**src/rtl/kfpga_config_loader.sv**
```systemverilog
// kFPGA configuration loader: takes the bitstream as parallel words, shifts it
// LSB-first into the core's serial config chain, then releases the core reset.
module kfpga_config_loader #(
   parameter int CONFIG_WIDTH = 2034,
   parameter int WORD_WIDTH   = 32,
   parameter int CLEAR_CYCLES = 4
) (
   input  logic                  clock,
   input  logic                  reset,
   input  logic                  start,
   input  logic                  abort,
   input  logic [WORD_WIDTH-1:0] word_data,
   input  logic                  word_valid,
   output logic                  word_ready,
   output logic                  config_in,
   output logic                  config_enable,
   output logic                  config_nreset,
   output logic                  core_nreset,
   output logic                  busy,
   output logic                  done,
   output logic                  configured
);

   localparam int NUM_WORDS = (CONFIG_WIDTH + WORD_WIDTH - 1) / WORD_WIDTH;
   localparam int FILL_W    = $clog2(WORD_WIDTH + 1);
   localparam int TOTAL_W   = $clog2(CONFIG_WIDTH + 1);
   localparam int OWED_W    = $clog2(NUM_WORDS + 1);
   localparam int CLR_W     = (CLEAR_CYCLES > 1) ? $clog2(CLEAR_CYCLES) : 1;

   localparam logic [FILL_W-1:0]  FILL_FULL  = FILL_W'(WORD_WIDTH);
   localparam logic [FILL_W-1:0]  FILL_ONE   = FILL_W'(1);
   localparam logic [FILL_W-1:0]  FILL_ZERO  = FILL_W'(0);
   localparam logic [TOTAL_W-1:0] TOTAL_INIT = TOTAL_W'(CONFIG_WIDTH);
   localparam logic [TOTAL_W-1:0] TOTAL_ONE  = TOTAL_W'(1);
   localparam logic [TOTAL_W-1:0] TOTAL_ZERO = TOTAL_W'(0);
   localparam logic [OWED_W-1:0]  OWED_INIT  = OWED_W'(NUM_WORDS);
   localparam logic [OWED_W-1:0]  OWED_ONE   = OWED_W'(1);
   localparam logic [OWED_W-1:0]  OWED_ZERO  = OWED_W'(0);
   localparam logic [CLR_W-1:0]   CLR_LAST   = CLR_W'(CLEAR_CYCLES - 1);
   localparam logic [CLR_W-1:0]   CLR_ONE    = CLR_W'(1);
   localparam logic [CLR_W-1:0]   CLR_ZERO   = CLR_W'(0);

   typedef enum logic [1:0] {
      S_IDLE  = 2'd0,
      S_CLEAR = 2'd1,
      S_LOAD  = 2'd2,
      S_DONE  = 2'd3
   } state_t;

   state_t                r_state;
   logic [WORD_WIDTH-1:0] r_buffer;
   logic [FILL_W-1:0]     r_fill;
   logic [TOTAL_W-1:0]    r_total;
   logic [OWED_W-1:0]     r_owed;
   logic [CLR_W-1:0]      r_clr_cnt;
   logic                  r_config_nreset;
   logic                  r_core_nreset;
   logic                  r_busy;
   logic                  r_done;
   logic                  r_configured;

   logic w_in_load;
   logic w_shift;
   logic w_ready;
   logic w_xfer;
   logic w_last;

   // abort masks both the shift and the handshake in the cycle it is seen
   always_comb begin
      w_in_load = (r_state == S_LOAD) && !abort;
      w_shift   = w_in_load && (r_fill != FILL_ZERO) && (r_total != TOTAL_ZERO);
      w_ready   = w_in_load && (r_fill <= FILL_ONE) && (r_owed != OWED_ZERO);
      w_xfer    = w_ready && word_valid;
      w_last    = w_shift && (r_total == TOTAL_ONE);
   end

   assign word_ready    = w_ready;
   assign config_enable = w_shift;
   assign config_in     = w_shift & r_buffer[0];
   assign config_nreset = r_config_nreset;
   assign core_nreset   = r_core_nreset;
   assign busy          = r_busy;
   assign done          = r_done;
   assign configured    = r_configured;

   // Load sequencer: state, word buffer, bit counters and registered outputs
   always_ff @(posedge clock or posedge reset) begin
      if (reset) begin
         r_state         <= S_IDLE;
         r_buffer        <= {WORD_WIDTH{1'b0}};
         r_fill          <= FILL_ZERO;
         r_total         <= TOTAL_ZERO;
         r_owed          <= OWED_ZERO;
         r_clr_cnt       <= CLR_ZERO;
         r_config_nreset <= 1'b0;
         r_core_nreset   <= 1'b0;
         r_busy          <= 1'b0;
         r_done          <= 1'b0;
         r_configured    <= 1'b0;
      end else if (abort && ((r_state == S_CLEAR) || (r_state == S_LOAD))) begin
         r_state         <= S_IDLE;
         r_buffer        <= {WORD_WIDTH{1'b0}};
         r_fill          <= FILL_ZERO;
         r_total         <= TOTAL_ZERO;
         r_owed          <= OWED_ZERO;
         r_clr_cnt       <= CLR_ZERO;
         r_config_nreset <= 1'b1;
         r_core_nreset   <= 1'b0;
         r_busy          <= 1'b0;
         r_done          <= 1'b0;
         r_configured    <= 1'b0;
      end else begin
         r_done <= 1'b0;
         case (r_state)
            S_IDLE: begin
               if (start) begin
                  r_state         <= S_CLEAR;
                  r_clr_cnt       <= CLR_ZERO;
                  r_configured    <= 1'b0;
                  r_config_nreset <= 1'b0;
                  r_core_nreset   <= 1'b0;
                  r_busy          <= 1'b1;
               end else begin
                  r_config_nreset <= 1'b1;
                  r_core_nreset   <= r_configured;
               end
            end
            S_CLEAR: begin
               if (r_clr_cnt == CLR_LAST) begin
                  r_state         <= S_LOAD;
                  r_config_nreset <= 1'b1;
                  r_buffer        <= {WORD_WIDTH{1'b0}};
                  r_fill          <= FILL_ZERO;
                  r_total         <= TOTAL_INIT;
                  r_owed          <= OWED_INIT;
               end else begin
                  r_clr_cnt <= r_clr_cnt + CLR_ONE;
               end
            end
            S_LOAD: begin
               // a refill on fill==1 overwrites the buffer while its last bit goes out
               if (w_xfer) begin
                  r_buffer <= word_data;
                  r_fill   <= FILL_FULL;
                  r_owed   <= r_owed - OWED_ONE;
               end else if (w_shift) begin
                  r_buffer <= {1'b0, r_buffer[WORD_WIDTH-1:1]};
                  r_fill   <= r_fill - FILL_ONE;
               end else begin
                  r_buffer <= r_buffer;
               end
               if (w_shift) begin
                  r_total <= r_total - TOTAL_ONE;
               end else begin
                  r_total <= r_total;
               end
               if (w_last) begin
                  r_state <= S_DONE;
                  r_busy  <= 1'b0;
                  r_done  <= 1'b1;
               end else begin
                  r_state <= S_LOAD;
               end
            end
            S_DONE: begin
               r_state         <= S_IDLE;
               r_configured    <= 1'b1;
               r_core_nreset   <= 1'b1;
               r_config_nreset <= 1'b1;
               r_fill          <= FILL_ZERO;
               r_owed          <= OWED_ZERO;
            end
            default: begin
               r_state         <= S_IDLE;
               r_configured    <= 1'b0;
               r_core_nreset   <= 1'b0;
               r_config_nreset <= 1'b1;
               r_busy          <= 1'b0;
            end
         endcase
      end
   end

endmodule

```
**config.mk**
```make
export PLATFORM = sky130hd
export DESIGN_NAME = kfpga_config_loader
export DESIGN_NICKNAME = d
export VERILOG_FILES = /design/src/rtl/kfpga_config_loader.sv
export SDC_FILE = /design/constraint.sdc
export NUM_CORES = 1
export LEC_CHECK = 0
export CORE_MARGIN = 4
export CORE_UTILIZATION = 45
export CTS_CLUSTER_DIAMETER = 60
export CTS_CLUSTER_SIZE = 30
export DETAILED_ROUTE_END_ITERATION = 16
export GPL_ROUTABILITY_DRIVEN = 0
export PLACE_DENSITY = 0.78
export SLEW_MARGIN = 40
export SYNTH_ARGS = -nofsm -noshare
export SYNTH_HDL_FRONTEND = slang
export SYNTH_SLANG_ARGS = --single-unit
```
**constraint.sdc**
```tcl
create_clock -name clock -period 6.1 [get_ports clock]
set_input_delay 1.22 -clock clock [delete_from_list [all_inputs] [get_ports clock]]
set_output_delay 1.22 -clock clock [all_outputs]
set_load 0.005 [all_outputs]
```
Word-level counts from Yosys, hierarchy flattened:

Cells that the tools add are included.

* mux-type cells: 41
* order comparisons: 1
* add/sub/neg operators: 4
* reductions and logical operators: 29
* equality and inequality tests: 12
* bitwise gates (word level): 1

Operators with widths (number)
* 2-to-1 mux 32 bit: 4
* case mux 32 bit (2 select lines): 1
* 2-to-1 mux 11 bit: 3
* 2-to-1 mux 6 bit: 4
* case mux 11 bit (2 select lines): 1
* 2-to-1 mux 7 bit: 3
* case mux 7 bit (3 select lines): 1
* case mux 6 bit (3 select lines): 1
* AND reduction 3 bit: 6
* 2-to-1 mux 1 bit: 12
* 2-to-1 mux 2 bit: 6
* nonzero test 3 bit: 4
* equality test 11 x 1 -> 1 bit (second input constant): 1
* nonzero test 11 bit: 1
* subtractor 11 x 1 -> 11 bit (second input constant): 1
* != test 3 x 2 -> 1 bit (second input constant): 3
* logical AND 1 bit: 8
* case mux 2 bit (4 select lines): 1
* nonzero test 4 bit: 2
* nonzero test 7 bit: 1
* subtractor 7 x 1 -> 7 bit (second input constant): 1
* equality test 2 bit (second input constant): 3
* <= comparator 6 x 1 -> 1 bit (second input constant): 1
* != test 3 bit (second input constant): 2
* 14 further kinds: 17

* logic and storage cells: 98
* bits in registers: 64

Depth between registers and ports, before layout:

* depth in word-level cells: 8
* depth in mapped cells: 9

Worst setup path after synthesis:

Ideal clock, no wire load.

* path type: input-to-output
* from: input port abort
* to: output port config_in
* arrival time: 1805 ps
* cell stages on the path: 4
* slack: 3075 ps
* path buffers: 0
* data required time: 4880 ps
* path through: nor2b_1 -> nand2_1 -> a21oi_1 -> and2_1

* cells in the longest elaborated chain, start to end: 5

Ends and longest elaborated chain
* from (decl): line 11 `input logic abort,`
* logical NOT 1 bit: line 70 `w_in_load = (r_state == S_LOAD) && !abort;`
* logical AND 1 bit: line 70
* logical AND 1 bit (2 in a row): line 71 `w_shift = w_in_load && (r_fill != FILL_ZERO) && (r_total != TOTAL_ZERO);`
* via config_enable: line 16 `output logic config_enable,`
* bitwise AND 1 bit: line 79 `assign config_in = w_shift & r_buffer[0];`
* to (decl): line 15 `output logic config_in,`

The timed path passes the listed nets, and every way through them passes these cells.

Final worst setup path:

* from: input port abort
* to: output port config_in

* cells in the longest elaborated chain, start to end: 5

Ends and longest elaborated chain (line)
* logical NOT 1 bit: 70
* logical AND 1 bit: 70
* logical AND 1 bit (2 in a row): 71
* bitwise AND 1 bit: 79

Every way passes these cells.

==> qor.csv <==
stage,metric,value,unit
run_status,status,completed,
synth,yosys_warnings,0,
sta,drv_slew,0,
floorplanning,die_x,96.8,um
placed_design,post-place-ws,1.64,ns
finish,syn2layout_area_growth,17.7,%
routing,drc,0,
routing,wl_per_cell,15.4,um
grt,grt_pass1_vias,2733,
synth,yosysSeqAreaShare,0.451,
synth,synth_area,0.00355,mm^2
clock_tree,cts.sinks,64,
run,cap_violations,0,
placed_design,place_hpwl,5.29,mm
setup_path,start_kind,input pin,
floorplanning,ios,45,
placed_design,port_buffers,44,
sta,hold_viol,0,
setup_path,path_buf_inv,2,
sta,rsz0062_at_grt,no,
setup_path,crit_family,buffers and inverters,
clock_tree,cts_made_buffers,9,
sta,fin_crit,4.51,ns
clock_tree,cts_tree,built,
synth,yosysTopAreaCellShare,0.451,
setup_path,slowest_stage,clkdlybuf4s50_1,
sta,setup_violations,0,
grt,grt.total_usage,0.163,
sta,finClkSkew,0.00974,ns
clock_tree,cts_hold_buf,0,
synth,syn_nets,392,
sta,fin_ws,1.59,ns
floorplanning,die_area,0.00937,mm^2
finish,nNetsFinal,432,
sta,fmax,222,MHz
power_and_ir_drop,p_leak,0.00186,uW
hold_path,min_path_cells,2,
routing,drt_iter0_drc,171,
setup_path,rr_startpoint,r_state[0],
synth,async_flop_share,1.00,
grt,grt_pass1_wl,12.7,mm
grt,antenna_found_initial,0,
setup_path,cp_cell_sequence,clkdlybuf4s50_1 > nor2b_1 > nand2_1 > a21oi_1 > and2_1 > clkdlybuf4s50_1,
power_and_ir_drop,vdd_drop_max,0.231,mV
sta,worst_pin_slew,0.796,ns
synth,ys_types,56,
power_and_ir_drop,p_per_area,455,mW/mm^2
finish,antenna_cells,0,
setup_path,cp_data_required_time,4.88,ns
hold_path,min-delay-start,r_clr_cnt[1],
synth,avgSynthCellArea,10.4,um^2
routing,wirelength,7.51,mm
clock_tree,ctsResizeCount,0,
clock_tree,postCtsSetupBuffers,0,
setup_path,rrSetupSlack,2.89,ns
clock_tree,clkTransAtPathRegs,0.07,ns
routing,vias_per_cell,5.85,
routing,drtPass1Iterations,4,
sta,period_share,0.739,
sta,final.setup.tns,0,ns
clock_tree,cts-root-buf,clkbuf_8,
floorplanning,start_util,0.462,
grt,grt_overflow,0,
clock_tree,h-tree-depth,3,
clock_tree,clock_latency,0.35,ns
setup_path,worst-setup-path-type,input pin to output port,
synth,synth_top_area_cell,dfrtp_1,
grt,grt_max_degree,65,
synth,netlist_instances,342,
finish,nFillCells,681,
setup_path,crit_path_max_incr_delay,0.66,ns
floorplanning,die_y,96.8,um
hold_path,hold_path_class,flip-flop to flip-flop,
routing,ant_nets,0,
routing,num_vias,2853,
synth,synth_ff_type,dfrtp_1,
setup_path,worstPathMaxFanout,14,
setup_path,r2r_cells,9,
floorplanning,std_cell_rows,32,
sta,relSlewSlack,0.467,
synth,synth-edff-count,0,
setup_path,worstPathArrival,3.29,ns
floorplanning,core,0.00769,mm^2
finish,utilization,0.543,
synth,ys_top_cells_by_area,"dfrtp_1 (45%), a221o_1 (8.5%), and2_1 (6.0%), ha_1 (4.6%), o21ai_0 (3.1%)",
clock_tree,cts.path.max_buffers,2,
setup_path,end_kind,output port,
finish,drive_above_1_share,0.0855,
power_and_ir_drop,p_total,1900,uW
setup_path,critical_path_depth,6,
setup_path,path_common_cell,clkdlybuf4s50_1,
synth,ys_seq_elements,64,
setup_path,critPathLaunch,abort,
placed cells by master, fill, tap and decap left out, drive strengths merged, types with 4 or more instances in the layout:
cell	netlist	routed
dfrtp	64	64
clkdlybuf4s50	0	44
and2	36	36
a221o	31	31
o21ai	23	23
a21oi	21	21
nand2	20	20
inv	15	15
nor2	14	14
ha	13	13
nor3	11	11
clkbuf	6	10
or3	6	6
or4	5	5
a41oi	5	5
nand2b	4	4
nand3	4	4
nor4	4	4
o22a	4	4
and4	4	4
buf	12	4
state kept, by name, summed over array words and instances, names as in the netlist:
signal         flops
r_buffer          32
r_total           11
r_owed             7
r_fill             6
r_clr_cnt          2
r_state            2
busy               1
config_nreset      1
configured         1
done               1
final cells by class:
type	count	area, um^2	share of cell area
sequential	64	1600	0.383
tap	102	128	0.0306
clock buffer	10	138	0.0330
multi-input combinational	244	1740	0.416
clock inverter	5	33.8	0.00809
timing repair buffer	48	482	0.115
inverter	15	56.3	0.0135
power breakdown:
group          internal, uW  leakage [uW]  switching, uW  total [uW]
registers               543      0.000853            106         649
clock network           155     0.0000841            168         323
logic                   365      0.000920            563         928
total                  1060       0.00186            837        1900
synthesized netlist by cell type (4+ instances only):
| cell type | instances |
|---|---|
| nand2b_1 | 4 |
| buf_2 | 4 |
| dfrtp_1 | 64 |
| or3_1 | 6 |
| o21ai_0 | 22 |
| a21oi_1 | 21 |
| nand2_1 | 19 |
| and4_1 | 4 |
| buf_6 | 7 |
| inv_1 | 15 |
| a221o_1 | 30 |
| nor3_1 | 10 |
| nor2_1 | 14 |
| and2_1 | 34 |
| ha_1 | 13 |
| or4_1 | 5 |
| a41oi_1 | 5 |
| clkbuf_1 | 6 |
| nand3_1 | 4 |
path summary, 6_finish.rpt:
kind	end
setup reg to reg	r_buffer[26]
setup / recovery	config_in
hold / removal	r_clr_cnt[1]
min in group asynchronous	r_buffer[21]
hold reg to reg	r_clr_cnt[1]
max in group asynchronous	r_owed[4]
through the flow:
step / hold WS [ns] / cell area (um^2) / instances
finish: 0.487 / 4180 / 488
global route: 0.513 / 4180 / 488
CTS: 0.494 / 4170 / 488
detailed placement: 0.479 / 4000 / 473
global placement: 0.466 / 3970 / 471
floorplan: 0.454 / 3550 / 342
cells by family (layout without fill, tap and decap cells):
logic type                 count (synthesis)  after routing  synth area share
AOI/OAI and AO/OA                        108            108             0.231
DFF                                       64             64             0.451
and+or+nand+nor                          120            120             0.202
buffers and inverters                     34             78            0.0613
muxes                                      3              3           0.00881
adders and majority gates                 13             13            0.0458
routing by layer:
layer,share of wire,global-route usage,vias to the layer above
li1,-,-,1364
met1,0.46,0.213,1411
met2,0.47,0.259,65
met3,0.053,0.0490,13
met4,0.017,0.0518,0
met5,0,0,-
worst reg2reg max path, stage by stage, from the launching register on:
cell and delay, ns:
dfrtp_1 0.40, inv_1 0.13, ha_1 0.64, or4bb_1 0.50, nor4_4 0.23, or3_1 0.40, nor3_4 0.14, buf_6 0.17
buf_6 0.15, a221o_1 0.35
No activity file was read; power rests on OpenSTA's default activity.
